`src/rtl/vgm_apb_pkg.sv`:
```
// Shared types and widths for the APB master arbiter slice.
package vgm_apb_pkg;
  localparam int VGM_APB_ADDR_W = 32;
  localparam int VGM_APB_DATA_W = 32;

  typedef enum logic [1:0] {
    IDLE   = 2'd0,
    SETUP  = 2'd1,
    ACCESS = 2'd2
  } vgm_apb_state_e;
endpackage

```
`src/rtl/vgm_apb_rr_arbiter.sv`:
```
// Round-robin requester select; search starts one past the last accepted grant.
module vgm_apb_rr_arbiter #(
  parameter int N_REQ = 2
) (
  input  logic                     clk_i,
  input  logic                     rst_i,
  input  logic [N_REQ-1:0]         req_i,
  input  logic                     accept_i,
  output logic [N_REQ-1:0]         grant_o,
  output logic [$clog2(N_REQ)-1:0] grant_idx_o,
  output logic                     any_o
);
  localparam int IDX_W = $clog2(N_REQ);

  logic [IDX_W-1:0] last_q;

  always_comb begin
    int cand;
    grant_idx_o = last_q;
    any_o       = 1'b0;
    for (int k = 1; k <= N_REQ; k++) begin
      cand = int'(last_q) + k;
      if (cand >= N_REQ) cand = cand - N_REQ;
      if (!any_o && req_i[cand]) begin
        any_o       = 1'b1;
        grant_idx_o = cand[IDX_W-1:0];
      end
    end
    grant_o = '0;
    if (any_o) grant_o[grant_idx_o] = 1'b1;
  end

  // Reset value makes requester 0 the first winner.
  always_ff @(posedge clk_i) begin
    if (rst_i) last_q <= IDX_W'(N_REQ - 1);
    else if (accept_i && any_o) last_q <= grant_idx_o;
  end
endmodule

```
`src/rtl/vgm_apb_master_arbiter.sv`:
```
// Shares one APB master port among N_REQ requesters with one transfer in flight.
// Optional ACCESS-phase timeout abort is enabled by defining VGM_APB_ARB_TIMEOUT_EN.
module vgm_apb_master_arbiter
  import vgm_apb_pkg::*;
#(
  parameter int N_REQ          = 2,
  parameter int TIMEOUT_CYCLES = 256
) (
  input  logic                             PCLK,
  input  logic                             PRESET,
  input  logic [N_REQ-1:0]                 req_valid,
  input  logic [N_REQ*VGM_APB_ADDR_W-1:0]  req_addr,
  input  logic [N_REQ-1:0]                 req_write,
  input  logic [N_REQ*VGM_APB_DATA_W-1:0]  req_wdata,
  output logic [N_REQ-1:0]                 req_ready,
  output logic [N_REQ-1:0]                 rsp_valid,
  output logic [VGM_APB_DATA_W-1:0]        rsp_rdata,
  output logic                             rsp_err,
  output logic                             PSEL,
  output logic                             PENABLE,
  output logic                             PWRITE,
  output logic [VGM_APB_ADDR_W-1:0]        PADDR,
  output logic [VGM_APB_DATA_W-1:0]        PWDATA,
  input  logic                             PREADY,
  input  logic [VGM_APB_DATA_W-1:0]        PRDATA,
  output vgm_apb_state_e                   dbg_state
);
  localparam int IDX_W = $clog2(N_REQ);

  if (N_REQ < 2 || TIMEOUT_CYCLES < 1) begin : g_param_check
    $error("vgm_apb_master_arbiter: N_REQ must be >= 2 and TIMEOUT_CYCLES >= 1");
  end

  vgm_apb_state_e              state_q, state_d;
  logic                        psel_q, psel_d, penable_q, penable_d, pwrite_q, pwrite_d;
  logic [VGM_APB_ADDR_W-1:0]   paddr_q, paddr_d;
  logic [VGM_APB_DATA_W-1:0]   pwdata_q, pwdata_d, rsp_rdata_q, rsp_rdata_d;
  logic [IDX_W-1:0]            idx_q, idx_d, g_idx;
  logic [N_REQ-1:0]            rsp_valid_q, rsp_valid_d, grant;
  logic                        rsp_err_q, rsp_err_d, any_req, accept;

  // Handshake: request i is taken in the cycle where req_valid[i] && req_ready[i];
  // req_ready is only raised at IDLE or at an ACCESS cycle that sees PREADY.
  assign accept    = any_req && ((state_q == IDLE) || (state_q == ACCESS && PREADY));
  assign req_ready = accept ? grant : '0;

  vgm_apb_rr_arbiter #(.N_REQ(N_REQ)) u_rr (
    .clk_i       (PCLK),
    .rst_i       (PRESET),
    .req_i       (req_valid),
    .accept_i    (accept),
    .grant_o     (grant),
    .grant_idx_o (g_idx),
    .any_o       (any_req)
  );

`ifdef VGM_APB_ARB_TIMEOUT_EN
  localparam int TMO_W = $clog2(TIMEOUT_CYCLES + 1);
  logic [TMO_W-1:0] tmo_q;
  logic             tmo_hit;

  // Counter sits at zero outside ACCESS, so every ACCESS entry starts fresh.
  assign tmo_hit = (state_q == ACCESS) && !PREADY && (tmo_q == TMO_W'(TIMEOUT_CYCLES - 1));

  always_ff @(posedge PCLK) begin
    if (PRESET || state_q != ACCESS) tmo_q <= '0;
    else if (!PREADY)                tmo_q <= tmo_q + 1'b1;
  end
`endif

  always_comb begin
    state_d     = state_q;
    psel_d      = psel_q;
    penable_d   = penable_q;
    pwrite_d    = pwrite_q;
    paddr_d     = paddr_q;
    pwdata_d    = pwdata_q;
    idx_d       = idx_q;
    rsp_valid_d = '0;
    rsp_rdata_d = '0;
    rsp_err_d   = 1'b0;
    case (state_q)
      IDLE: begin
        psel_d    = 1'b0;
        penable_d = 1'b0;
      end
      SETUP: begin
        state_d   = ACCESS;
        psel_d    = 1'b1;
        penable_d = 1'b1;
      end
      ACCESS: begin
        if (PREADY) begin
          rsp_valid_d[idx_q] = 1'b1;
          rsp_rdata_d        = pwrite_q ? '0 : PRDATA;
          state_d            = IDLE;
          psel_d             = 1'b0;
          penable_d          = 1'b0;
        end
`ifdef VGM_APB_ARB_TIMEOUT_EN
        else if (tmo_hit) begin
          rsp_valid_d[idx_q] = 1'b1;
          rsp_err_d          = 1'b1;
          state_d            = IDLE;
          psel_d             = 1'b0;
          penable_d          = 1'b0;
        end
`endif
      end
      default: state_d = IDLE;
    endcase
    // A new accept overrides the return to IDLE, giving back-to-back SETUP.
    if (accept) begin
      state_d   = SETUP;
      psel_d    = 1'b1;
      penable_d = 1'b0;
      pwrite_d  = req_write[g_idx];
      paddr_d   = req_addr[g_idx*VGM_APB_ADDR_W +: VGM_APB_ADDR_W];
      pwdata_d  = req_wdata[g_idx*VGM_APB_DATA_W +: VGM_APB_DATA_W];
      idx_d     = g_idx;
    end
  end

  always_ff @(posedge PCLK) begin
    if (PRESET) begin
      state_q     <= IDLE;
      psel_q      <= 1'b0;
      penable_q   <= 1'b0;
      pwrite_q    <= 1'b0;
      paddr_q     <= '0;
      pwdata_q    <= '0;
      idx_q       <= '0;
      rsp_valid_q <= '0;
      rsp_rdata_q <= '0;
      rsp_err_q   <= 1'b0;
    end else begin
      state_q     <= state_d;
      psel_q      <= psel_d;
      penable_q   <= penable_d;
      pwrite_q    <= pwrite_d;
      paddr_q     <= paddr_d;
      pwdata_q    <= pwdata_d;
      idx_q       <= idx_d;
      rsp_valid_q <= rsp_valid_d;
      rsp_rdata_q <= rsp_rdata_d;
      rsp_err_q   <= rsp_err_d;
    end
  end

  assign PSEL      = psel_q;
  assign PENABLE   = penable_q;
  assign PWRITE    = pwrite_q;
  assign PADDR     = paddr_q;
  assign PWDATA    = pwdata_q;
  assign rsp_valid = rsp_valid_q;
  assign rsp_rdata = rsp_rdata_q;
  assign rsp_err   = rsp_err_q;
  assign dbg_state = state_q;
endmodule

```
`config.mk`:
```
export PLATFORM = sky130hd
export DESIGN_NAME = vgm_apb_master_arbiter
export DESIGN_NICKNAME = d
export VERILOG_FILES = /design/src/rtl/vgm_apb_pkg.sv /design/src/rtl/vgm_apb_rr_arbiter.sv /design/src/rtl/vgm_apb_master_arbiter.sv
export SDC_FILE = /design/constraint.sdc
export NUM_CORES = 1
export LEC_CHECK = 0
export CAP_MARGIN = 20
export CORE_ASPECT_RATIO = 1.4
export CORE_MARGIN = 10
export CORE_UTILIZATION = 31
export CTS_BUF_LIST = sky130_fd_sc_hd__clkbuf_2 sky130_fd_sc_hd__clkbuf_4 sky130_fd_sc_hd__clkbuf_8
export DETAILED_ROUTE_END_ITERATION = 12
export DONT_BUFFER_PORTS = 1
export GPL_TIMING_DRIVEN = 0
export PLACE_DENSITY = 0.49
export SKIP_CTS_REPAIR_TIMING = 1
export SYNTH_ARGS = -nofsm -noshare
export SYNTH_HDL_FRONTEND = slang
export SYNTH_SLANG_ARGS = --single-unit
export TNS_END_PERCENT = 5
```
`constraint.sdc`:
```
create_clock -name PCLK -period 1.24 [get_ports PCLK]
set_input_delay 0.248 -clock PCLK [delete_from_list [all_inputs] [get_ports PCLK]]
set_output_delay 0.248 -clock PCLK [all_outputs]
set_load 0.05 [all_outputs]
```
* Word-level counts from Yosys, hierarchy flattened *
Cells that the tools add are included.

operators by class
  divide/modulo/power cells = 0
  reductions and logical operators = 18
  magnitude comparators = 8
  bitwise logic cells = 3
  muxes and demuxes = 26
  eq/ne operators = 5
  shifts and indexed selects = 2
  multiply operators = 0
  $add $sub $neg = 4

operator list
  kind                   number
  $shiftx 64x7->32       2
  $ge 32x3->1 const B    2
  $lt 32x3->1 const B    2
  $mux 32                2
  $sub 32x3->32 const B  2
  $mux 1                 17
  $reduce_and 2->1       4
  $logic_and 1x1->1      6
  $mux 2                 3
  $pmux 2 s3             1
  $lt 1x2->1 const B     2
  $ne 2x2->1 const B     2
  $reduce_bool 4->1      1
  $reduce_or 4->1        1
  $add 1x2->3 const B    1
  $ne 3x3->1 const B     1
  $not 1->1              3
  $pmux 1 s3             1
  $reduce_bool 3->1      1
  $reduce_or 3->1        1
  $add 1x1->2 const B    1
  $demux 1 s1            2
  $eq 2x1->1 const B     1
  $eq 2x2->1 const B     1
  5 further kinds        6

storage, ports and cells
  bits in latches = 0
  word-level logic and storage cells = 77
  input bits = 167
  RAM bits = 0
  flip-flop bits (word level) = 105
  output and inout port bits = 106
  bits in read-only memories = 0
  memories = 0

* Longest topological paths before layout *
Gate-level depths: netlist of the first run.

  depth after elaboration = 16
  mapped depth = 6
  gate-level depth less buffers = 3

* By module *
A second synthesis of the first run with hierarchy kept.

unflattened totals
  cells, all modules = 410
  area, all modules = 4356.7 um^2

modules (own cells, without submodules)
  module                  cells each  area each (um^2)  times used  sequential area each (um^2)
  vgm_apb_master_arbiter  400         4279.1            1           2082.0
  vgm_apb_rr_arbiter      10          77.6              1           20.0

* Worst setup path before layout of the first run *
No wires, ideal clock.

  kind = flip-flop to flip-flop
  start = reg state_q[1] (netlist: dbg_state[1])
  end = reg idx_q
  buffers on the path = 0
  data required time = 1.179 ns
  arrival = 2.220 ns
  setup time = 0.061 ns
  path slack = -1.041 ns
  cell stages (with the launch flop) = 4
  period minus slack after synthesis = 2.281 ns
  path through = dfxtp_1 -> nor2b_1 -> a2111oi_2 -> o21ba_2

between the ends
  cells in the longest elaborated chain, start to end = 4
  elaborated cells between the ends (all ways) = 5
  classes of those cells = eq/ne: 1; reduce/logical: 4

RTL lines
  element                 line                           source
  start, declared         vgm_apb_master_arbiter.sv:34   vgm_apb_state_e state_q, state_d;
  start signal, assigned  vgm_apb_master_arbiter.sv:137  state_q <= state_d;
  $eq 2x2->1              vgm_apb_master_arbiter.sv:44   assign accept = any_req && ((state_q == IDLE) || (state_q == ACCESS && PREADY));
  $logic_and 1x1->1       vgm_apb_master_arbiter.sv:44
  $logic_or 1x1->1 *      vgm_apb_master_arbiter.sv:44
  $logic_and 1x1->1 *     vgm_apb_master_arbiter.sv:44
  end signal, assigned    vgm_apb_master_arbiter.sv:143  idx_q <= idx_d;
  end, declared           vgm_apb_master_arbiter.sv:38   logic [IDX_W-1:0] idx_q, idx_d, g_idx;

Mark *: on every way between the ends. The rest lies on a longest branch, timed or not.
A chain may end at the register's enable or synchronous reset.

* Final worst setup path of the first run *
  start = reg state_q[1] (netlist: dbg_state[1])
  end = out req_ready[1]

between the ends
  cells in the longest elaborated chain, start to end = 5
  elaborated cells between the ends (all ways) = 6
  classes of those cells = eq/ne: 1; mux: 1; reduce/logical: 4

RTL lines
  element              line                          source
  $eq 2x2->1           vgm_apb_master_arbiter.sv:44
  $logic_and 1x1->1    vgm_apb_master_arbiter.sv:44
  $logic_or 1x1->1 *   vgm_apb_master_arbiter.sv:44
  $logic_and 1x1->1 *  vgm_apb_master_arbiter.sv:44
  $mux 2 *             vgm_apb_master_arbiter.sv:45  assign req_ready = accept ? grant : '0;
  end, declared        vgm_apb_master_arbiter.sv:15  output logic [N_REQ-1:0] req_ready,

Marks and branches as above.

==> key figures, run 1 <==
Outcome
  • Status: finished, violations left
  • Failing checks: setup timing

Clock network
  • Later-pin clock latency in the skew report: 0.38 ns
  • Clk buf depth: 2
  • Clk sink count: 105
  • Number of CTS-inserted buffers: 9
  • CTS tree: done
  • Root buf cell: clkbuf_8
  • # H-tree levels: 3
  • Clk slew on worst S/H paths: 0.12 ns

Floorplan
  • Initial core utilization: 31.7%
  • Io pins: 273
  • Die width: 125 microns
  • Die Footprint: 0.0208 sq mm
  • Die H: 167 microns
  • Core Footprint: 0.0151 sq mm
  • # rows: 53

Logic synthesis
  • Syn nets: 665
  • Count of flip-flops with a built-in enable after synthesis: 0
  • Commonest cells post-synth: 105 x dfxtp_1, 66 x a31oi_1, 66 x nand3_1, 65 x o21ai_0, 50 x a311oi_2
  • Post-synthesis sequential area ratio: 44.1%
  • Area contributors post-synth: dfxtp_1 44%, a311oi_2 16%, a31oi_1 8.7%
  • Cell Area, Synth: 0.00477 sq mm
  • Most common cell in the netlist: dfxtp_1
  • Gate Count Post-Synth: 498
  • Area fraction of the dominant cell type after synthesis: 44.1%
  • Syn. warnings: 0
  • Synth Flop Type: dfxtp_1
  • Syn avg cell area: 9.57 sq um
  • Ys async rst share: 0%
  • Synthesis-stage register bit count: 105
  • Yosys cell types: 30
  • Synth area leader: dfxtp_1

Timing
  • Unrepaired setup endpoints after global routing: true
  • Setup TNS: -34.29 ns
  • Clock Skew: 0.0171 ns
  • Minimum hold slack: 0.0170 ns
  • Worst Max-Slew Pin Slew: 0.973 ns
  • Slew margin rel.: 35.1%
  • Final setup viols: 102
  • Slew Limit Fails: 0
  • Fin crit share: 166%
  • Fin. Hold Viols: 0
  • Fmax: 0.485 GHz
  • Final min period: 2.06 ns
  • Final worst slack: -0.822 ns

Detailed routing
  • Vias: 4347
  • Routed len/inst: 27.0 microns
  • Post-Route WL: 19.8 mm
  • Vias per cell: 5.92
  • DRC viols: 0
  • Post-route ant nets: 0
  • DR pass1 iterations: 5
  • Number of DRC markers in iteration 0: 193

Worst setup path
  • Arrival @ worst endpoint: 1.81 ns
  • Worst-path cell chain: nor2b_4 -> a2111oi_4
  • Crit path largest cell delay: 0.83 ns
  • Crit path kind: reg -> out
  • CP bufs+invs: 0
  • Req. time, crit path: 0.99 ns
  • Crit-path slowest cell: a2111oi_4
  • Worst Setup End Kind: output pin
  • Family with the most delay on the worst path: compound AO/OA/AOI/OAI gates
  • Crit start category: flop
  • Critical path fanouts, max: 7

Min path
  • Tightest Hold Check Type: in -> reg

Placement
  • RePlAce Congestion: 0.793
  • Number of port buffers: 0
  • Final HPWL DP: 15.0 mm
  • Area of placed instances: 0.00509 sq mm

Layout
  • Post-Route Utilization: 38.2%
  • Diode count: 0
  • Fin nets: 704
  • Final Instance Area: 0.00576 sq mm
  • Synth-to-layout area growth: 20.7%
  • Share of post-route cells with drive strength above 1: 40.0%

Power
  • Leak: 1.94 nW
  • Pwr Density: 1530 mW/mm^2
  • Worst IR Drop VDD: 0.560 mV
  • Post-layout power: 0.00879 W

Global routing
  • Largest net degree at the start of global routing: 19
  • GRT Total Usage: 17.7%
  • Number of global-route vias before repair: 4578
  • First-pass GRT wire length: 29.1 mm
  • Initial antenna violation count: 0
  • Gr ovfl total: 0

Flow run
  • Number of max-cap violations: 0
==> cell type report <==
type	count	area, sq um
Tap cell	192	240
Fill cell	1502	9300
Clock buffer	11	151
Timing Repair Buffer	28	280
Sequential cell	105	2240
Inverter	5	21.3
Multi-Input combinational cell	318	2350
Buffer	70	424
Clock inverter	5	45.0
==> layer usage <==
layer / vias to the layer above / track usage, % / share of wire [%]
met5: - / 0 / 0
met4: 0 / 5.47 / 2.3
met3: 28 / 8.10 / 9.9
met2: 226 / 30.8 / 51
met1: 2102 / 18.6 / 37
li1: 1991 / - / -
==> worst paths after layout <==
| path | start | to | slack, ns | cells past startpoint |
|---|---|---|---|---|
| min reg2reg | idx_q | rsp_valid[0] | 0.42 | 1 |
| max reg2reg | u_rr.last_q | PWDATA[5] | -0.56 | 5 |
| max | dbg_state[1] | req_ready[1] | -0.82 | 2 |
| min | req_wdata[49] | PWDATA[17] | 0.02 | 2 |
==> cells in the final DEF, fill, tap and decap left out, drive strengths merged <==
master	Yosys	final
a2111oi	1	1
a211o	1	1
a21oi	3	3
a221oi	1	1
a311oi	65	65
a31oi	66	66
and2	33	33
and3	1	1
buf	27	24
clkbuf	43	57
clkinv	0	1
clkinvlp	0	1
conb	1	1
dfxtp	105	105
dlygate4sd3	0	28
inv	5	8
nand2	1	1
nand2b	1	1
nand3	66	66
nand4bb	1	1
nor2	6	6
nor2b	1	1
nor3b	1	1
o21ai	65	65
o21ba	1	1
o22ai	1	1
or2	2	2
==> power breakdown <==
| group | internal, W | switching [W] | total [W] |
|---|---|---|---|
| registers | 0.00372 | 0.00123 | 0.00495 |
| clock network | 0.000875 | 0.00131 | 0.00218 |
| logic | 0.000682 | 0.000978 | 0.00166 |
| total | 0.00528 | 0.00351 | 0.00879 |
==> cell families after synthesis <==
logic type             count (synthesis)  synth area share, %
buffers and inverters                 75                 7.56
flip-flops                           105                 44.1
AND/OR/NAND/NOR                      113                 13.0
AO/OA/AOI/OAI                        204                 35.3
other                                  1               0.0786
==> registers in the layout, summed over array words and instances (netlist names) <==
signal and cells:
idx_q 1, rsp_rdata 32, rsp_valid 2, dbg_state 2, PWRITE 1, PADDR 32
PENABLE 1, PWDATA 32, PSEL 1, u_rr.last_q 1
==> metrics by stage <==
step,setup WS [ns],std cells
6_report,-0.822,734
5_1_grt,-0.880,734
4_1_cts,-0.912,706
3_5_place_dp,-0.709,690
3_3_place_gp,-0.716,690
2_1_floorplan,-0.303,498
==> worst register-to-register path, delay by kind of cell, from the launching register on <==
| family | cells | cell delay [ns] |
|---|---|---|
| AO/OA/AOI/OAI | 2 | 0.55 |
| flip-flops | 1 | 0.39 |
| buffers and inverters | 2 | 0.63 |
| AND/OR/NAND/NOR | 1 | 0.15 |
Power figures use the tool's default switching activity.
==> run 2, diff against run 1 <==
--- a/config.mk
+++ b/config.mk
@@ -12,7 +12,6 @@
 export CTS_BUF_LIST = sky130_fd_sc_hd__clkbuf_2 sky130_fd_sc_hd__clkbuf_4 sky130_fd_sc_hd__clkbuf_8
 export DETAILED_ROUTE_END_ITERATION = 12
 export DONT_BUFFER_PORTS = 1
-export GPL_TIMING_DRIVEN = 0
 export PLACE_DENSITY = 0.49
 export SKIP_CTS_REPAIR_TIMING = 1
 export SYNTH_ARGS = -nofsm -noshare
==> run 2 against run 1 <==
Effect of this change: the run ends with hold timing, setup timing left; critical path depth up 1; setup slack gained 0.43 ns; non-clock buffer count up 53; flip-flop and latch count unchanged; final cell count rose by 7.2%; critical path type unchanged; final area up 18%; register-to-register slack better by 0.32 ns; clock skew is 0.0013 ns lower; combinational power up 100%; power grew 6.6%.
==> key figures, run 2 (synthesis gave the netlist of run 1 again) <==
Outcome
  • Status: finished, violations left
  • Failing checks: hold timing, setup timing

Detailed routing
  • Vias: 4705
  • Met2 routed WL: 10.3 mm
  • Max Used Layer: met4
  • Routed len/inst: 26.3 microns
  • DR pass1 iterations: 5
  • Number of DRC markers in iteration 0: 377
  • WL met1: 8.05 mm
  • Vias per cell: 5.98
  • Post-route ant nets: 0
  • DRC viols: 0
  • Post-Route WL: 20.7 mm
  • Met3 routed WL: 1.88 mm

Worst setup path
  • CP bufs+invs: 2
  • Setup crit end: req_ready[1]
  • Worst reg2reg endpoint: PADDR[20]
  • Worst R2R Path Depth: 6
  • RR Startpoint: u_rr.last_q
  • Worst R2R Setup Slack: -0.24 ns
  • Crit start category: flop
  • Crit. path cell count: 3
  • Critical Path Source: dbg_state[0]
  • Critical path fanouts, max: 3
  • Arrival @ worst endpoint: 1.39 ns
  • Crit-path slowest cell: dfxtp_4
  • Crit path largest cell delay: 0.37 ns
  • Worst-path cell chain: buf_6 -> a2111oi_4 -> buf_12
  • Family with the most delay on the worst path: flip-flops
  • Worst Setup End Kind: output pin
  • Crit path kind: reg -> out
  • Req. time, crit path: 0.99 ns

Clock network
  • Later-pin clock latency in the skew report: 0.38 ns
  • Number of CTS-inserted buffers: 9
  • Root buf cell: clkbuf_8
  • Clk buf depth: 2
  • CTS tree: done
  • Clk sink count: 105
  • # H-tree levels: 3
  • Clk slew on worst S/H paths: 0.11 ns

Layout
  • Final std cells w/o fill: 787
  • Post-Route Utilization: 45.0%
  • Commonest non-fill, non-tap cell in the layout: buf_4
  • Share of post-route cells with drive strength above 1: 43.2%
  • Synth-to-layout area growth: 42.0%
  • Fin nets: 757
  • Diode count: 0
  • Most frequent cells in the layout: 78 x buf_4, 74 x dfxtp_1, 66 x a31oi_1, 51 x nand3_1, 51 x a311oi_2
  • Final Instance Area: 0.00677 sq mm

Floorplan
  • Die H: 167 microns
  • Io pins: 273
  • # rows: 53
  • Die width: 125 microns
  • Core Footprint: 0.0151 sq mm
  • Initial core utilization: 31.7%
  • Die Footprint: 0.0208 sq mm

Min path
  • Tightest Hold Check Type: in -> reg
  • Hold Path Depth: 1

Placement
  • RePlAce Congestion: 0.818
  • Final HPWL DP: 13.5 mm
  • Number of port buffers: 0
  • Area of placed instances: 0.00570 sq mm
  • Cell Count Post-Placement: 727

Timing
  • Clock Skew: 0.0159 ns
  • Fin. Hold Viols: 25
  • Fin crit share: 132%
  • Final setup viols: 68
  • Final min period: 1.64 ns
  • Final worst slack: -0.395 ns
  • Minimum hold slack: -0.0656 ns
  • Fmax: 0.611 GHz
  • Unrepaired setup endpoints after global routing: true
  • Setup TNS: -10.42 ns
  • Slew Limit Fails: 0

Global routing
  • GRT Total Usage: 16.4%
  • Gr ovfl total: 0
  • Largest net degree at the start of global routing: 73
  • First-pass GRT wire length: 27.6 mm
  • Number of global-route vias before repair: 4556
  • Initial antenna violation count: 0

Flow run
  • Number of max-cap violations: 0

Power
  • Pwr Density: 1380 mW/mm^2
  • Post-layout power: 0.00938 W
  • Worst IR Drop VDD: 0.565 mV
  • Leak: 2.53 nW
-- run 2: layer usage --
metal  up-vias  GRT usage (%)
li1       2097              -
met1      2300           18.7
met2       277           27.8
met3        31           6.39
met4         0           4.72
met5         -              0
-- run 2: power by group --
| group | total (W) | internal (W) | switching, W |
|---|---|---|---|
| clock network | 0.00209 | 0.000810 | 0.00128 |
| registers | 0.00389 | 0.00366 | 0.000224 |
| logic | 0.00340 | 0.00128 | 0.00212 |
-- run 2: layout make-up --
type,count,area [sq um]
multi-input combinational,318,2530
sequential,105,2150
clock inverter,6,47.5
timing repair buffer,151,1650
clock buffer,10,138
fill,1397,8280
inverter,5,18.8
tap,192,240
-- run 2: worst register-to-register path: stages, from the launching register on --
cell,delay [ns]
dfxtp_4,0.40
buf_6,0.13
nor2_4,0.17
buf_12,0.16
clkbuf_16,0.19
o21ai_0,0.13
a311oi_2,0.24
-- run 2: how the worst min path moves through the flow --
stage,from,end,slack (ns)
final,PRESET,PWDATA[1],-0.07
after global routing,PRESET,PWDATA[1],-0.09
after CTS,PRESET,dbg_state[0],-0.1
after detailed placement,PRESET,dbg_state[0],0.33
after global placement,PRESET,dbg_state[0],0.32
after floorplan,PRDATA[0],rsp_rdata[0],0.37
-- run 2: through the flow --
stage / setup slack, ns / hold slack [ns]
detailed placement: -0.131 / 0.329
global placement: -0.119 / 0.324
finish: -0.395 / -0.0656
global route: -0.461 / -0.0928
floorplan: -0.303 / 0.370
CTS: -0.448 / -0.0955
==> run 3, diff against run 2 <==
--- a/config.mk
+++ b/config.mk
@@ -13,7 +13,9 @@
 export DETAILED_ROUTE_END_ITERATION = 12
 export DONT_BUFFER_PORTS = 1
 export PLACE_DENSITY = 0.49
+export RECOVER_POWER = 25
 export SKIP_CTS_REPAIR_TIMING = 1
+export SLEW_MARGIN = 25
 export SYNTH_ARGS = -nofsm -noshare
 export SYNTH_HDL_FRONTEND = slang
 export SYNTH_SLANG_ARGS = --single-unit
==> run 3 against run 2 <==
Effect of this change: the flow still finishes with violations (hold timing, setup timing); setup slack better by 0.0015 ns; register-to-register slack hardly changed; combinational power hardly changed; power hardly changed; fmax hardly changed; highest routed layer unchanged; final cell count stayed put; clock skew hardly changed; critical path type unchanged; final area hardly changed.
==> key figures, run 3 (synthesis gave the netlist of run 1 again) <==
Detailed routing
  • Vias: 4709
  • Post-Route WL: 20.6 mm
  • Post-route ant nets: 0
  • Number of DRC markers in iteration 0: 378
  • DRC viols: 0
  • Routed len/inst: 26.2 microns
  • DR pass1 iterations: 5
  • Vias per cell: 5.98

Min path
  • Tightest Hold Check Type: in -> reg

Power
  • Psw: 0.00363 W
  • Post-layout power: 0.00938 W
  • Sw Ratio: 38.7%
  • Sequential Power Share: 41.5%
  • Worst IR Drop VDD: 0.566 mV
  • Pwr Density: 1390 mW/mm^2
  • Leak: 2.53 nW
  • Comb pwr share: 36.2%
  • Int Power: 0.00575 W
  • Clock power share: 22.4%

Clock network
  • Clk slew on worst S/H paths: 0.11 ns
  • Clk buf depth: 2
  • Clk sink count: 105
  • CTS tree: done
  • # H-tree levels: 3
  • Number of CTS-inserted buffers: 9
  • Later-pin clock latency in the skew report: 0.38 ns
  • Root buf cell: clkbuf_8

Global routing
  • First-pass GRT wire length: 27.6 mm
  • Number of global-route vias before repair: 4556
  • GRT Total Usage: 16.4%
  • Gr ovfl total: 0
  • Initial antenna violation count: 0
  • Largest net degree at the start of global routing: 73

Timing
  • Fin crit share: 132%
  • Final setup viols: 69
  • Minimum hold slack: -0.0677 ns
  • Fmax: 0.612 GHz
  • Slew Limit Fails: 0
  • Clock Skew: 0.0160 ns
  • Final worst slack: -0.394 ns
  • Final min period: 1.63 ns
  • Unrepaired setup endpoints after global routing: true
  • Fin. Hold Viols: 25

Worst setup path
  • Family with the most delay on the worst path: flip-flops
  • Crit path kind: reg -> out
  • Crit path largest cell delay: 0.37 ns
  • CP bufs+invs: 2
  • Worst R2R Setup Slack: -0.24 ns
  • Crit-path slowest cell: dfxtp_4
  • Worst-path cell chain: buf_6 -> a2111oi_4 -> buf_12
  • Arrival @ worst endpoint: 1.39 ns
  • Worst Setup End Kind: output pin
  • Crit start category: flop
  • Req. time, crit path: 0.99 ns
  • Critical path fanouts, max: 3

Layout
  • Synth-to-layout area growth: 42.0%
  • Diode count: 0
  • Commonest non-fill, non-tap cell in the layout: buf_4
  • Final Instance Area: 0.00677 sq mm
  • FILL cells: 1396
  • Most frequent cells in the layout: 76 x buf_4, 74 x dfxtp_1, 66 x a31oi_1, 51 x nand3_1, 51 x a311oi_2
  • Fin nets: 757
  • Share of post-route cells with drive strength above 1: 43.2%

Floorplan
  • Initial core utilization: 31.7%
  • Die H: 167 microns
  • Io pins: 273
  • Die width: 125 microns
  • Core Footprint: 0.0151 sq mm
  • Die Footprint: 0.0208 sq mm
  • # rows: 53

Placement
  • Number of port buffers: 0
  • Final HPWL DP: 13.5 mm
  • Area of placed instances: 0.00570 sq mm
  • RePlAce Congestion: 0.818

Outcome
  • Status: finished, violations left
  • Failing checks: hold timing, setup timing

Flow run
  • Number of max-cap violations: 0
-- run 3: cell count changes in the layout (fill, tap and decap cells not counted), sizes merged --
| cell | change |
|---|---|
| buf | -2 |
| clkbuf | +2 |
-- run 3: final cells by class --
class	count	area [sq um]	area share, %
timing repair buffer	151	1650	24.3
tap	192	240	3.55
sequential	105	2150	31.7
multi-input combinational	318	2530	37.4
inverter	5	18.8	0.277
clock inverter	6	47.5	0.702
clock buffer	10	138	2.03
-- run 3: through the flow --
step / std cells / setup WS, ns / utilization, % / setup TNS (ns)
finish: 787 / -0.394 / 45.0 / -10.43
global route: 787 / -0.461 / 45.0 / -14.65
CTS: 743 / -0.448 / 39.1 / -6.18
detailed placement: 727 / -0.131 / 37.9 / -5.57
global placement: 727 / -0.119 / 37.9 / -3.73
floorplan: 498 / -0.303 / - / -8.03
-- run 3: worst paths after layout --
path,start,depth (start not counted),to
setup / recovery,dbg_state[0],3,req_ready[1]
hold / removal,PRESET,1,PWDATA[1]
setup reg to reg,u_rr.last_q,6,PADDR[20]
hold reg to reg,idx_q,1,rsp_valid[0]
-- run 3: routing by layer --
layer | wire, microns | up-vias | global-route usage, %
met5 | 0 | - | 0
met4 | 511 | 0 | 4.72
met3 | 1880 | 33 | 6.39
met2 | 10200 | 285 | 27.8
met1 | 8040 | 2294 | 18.7
li1 | - | 2097 | -
-- run 3: power groups by stage --
stage | logic [W] | clock network, W | registers (W)
6_report | 0.00339 | 0.00210 | 0.00389
2_1_floorplan | 0.00124 | 0 | 0.00485
3_3_place_gp | 0.00293 | 0 | 0.00394
3_5_place_dp | 0.00296 | 0 | 0.00394
5_1_grt | 0.00356 | 0.00227 | 0.00392
4_1_cts | 0.00297 | 0.00218 | 0.00387
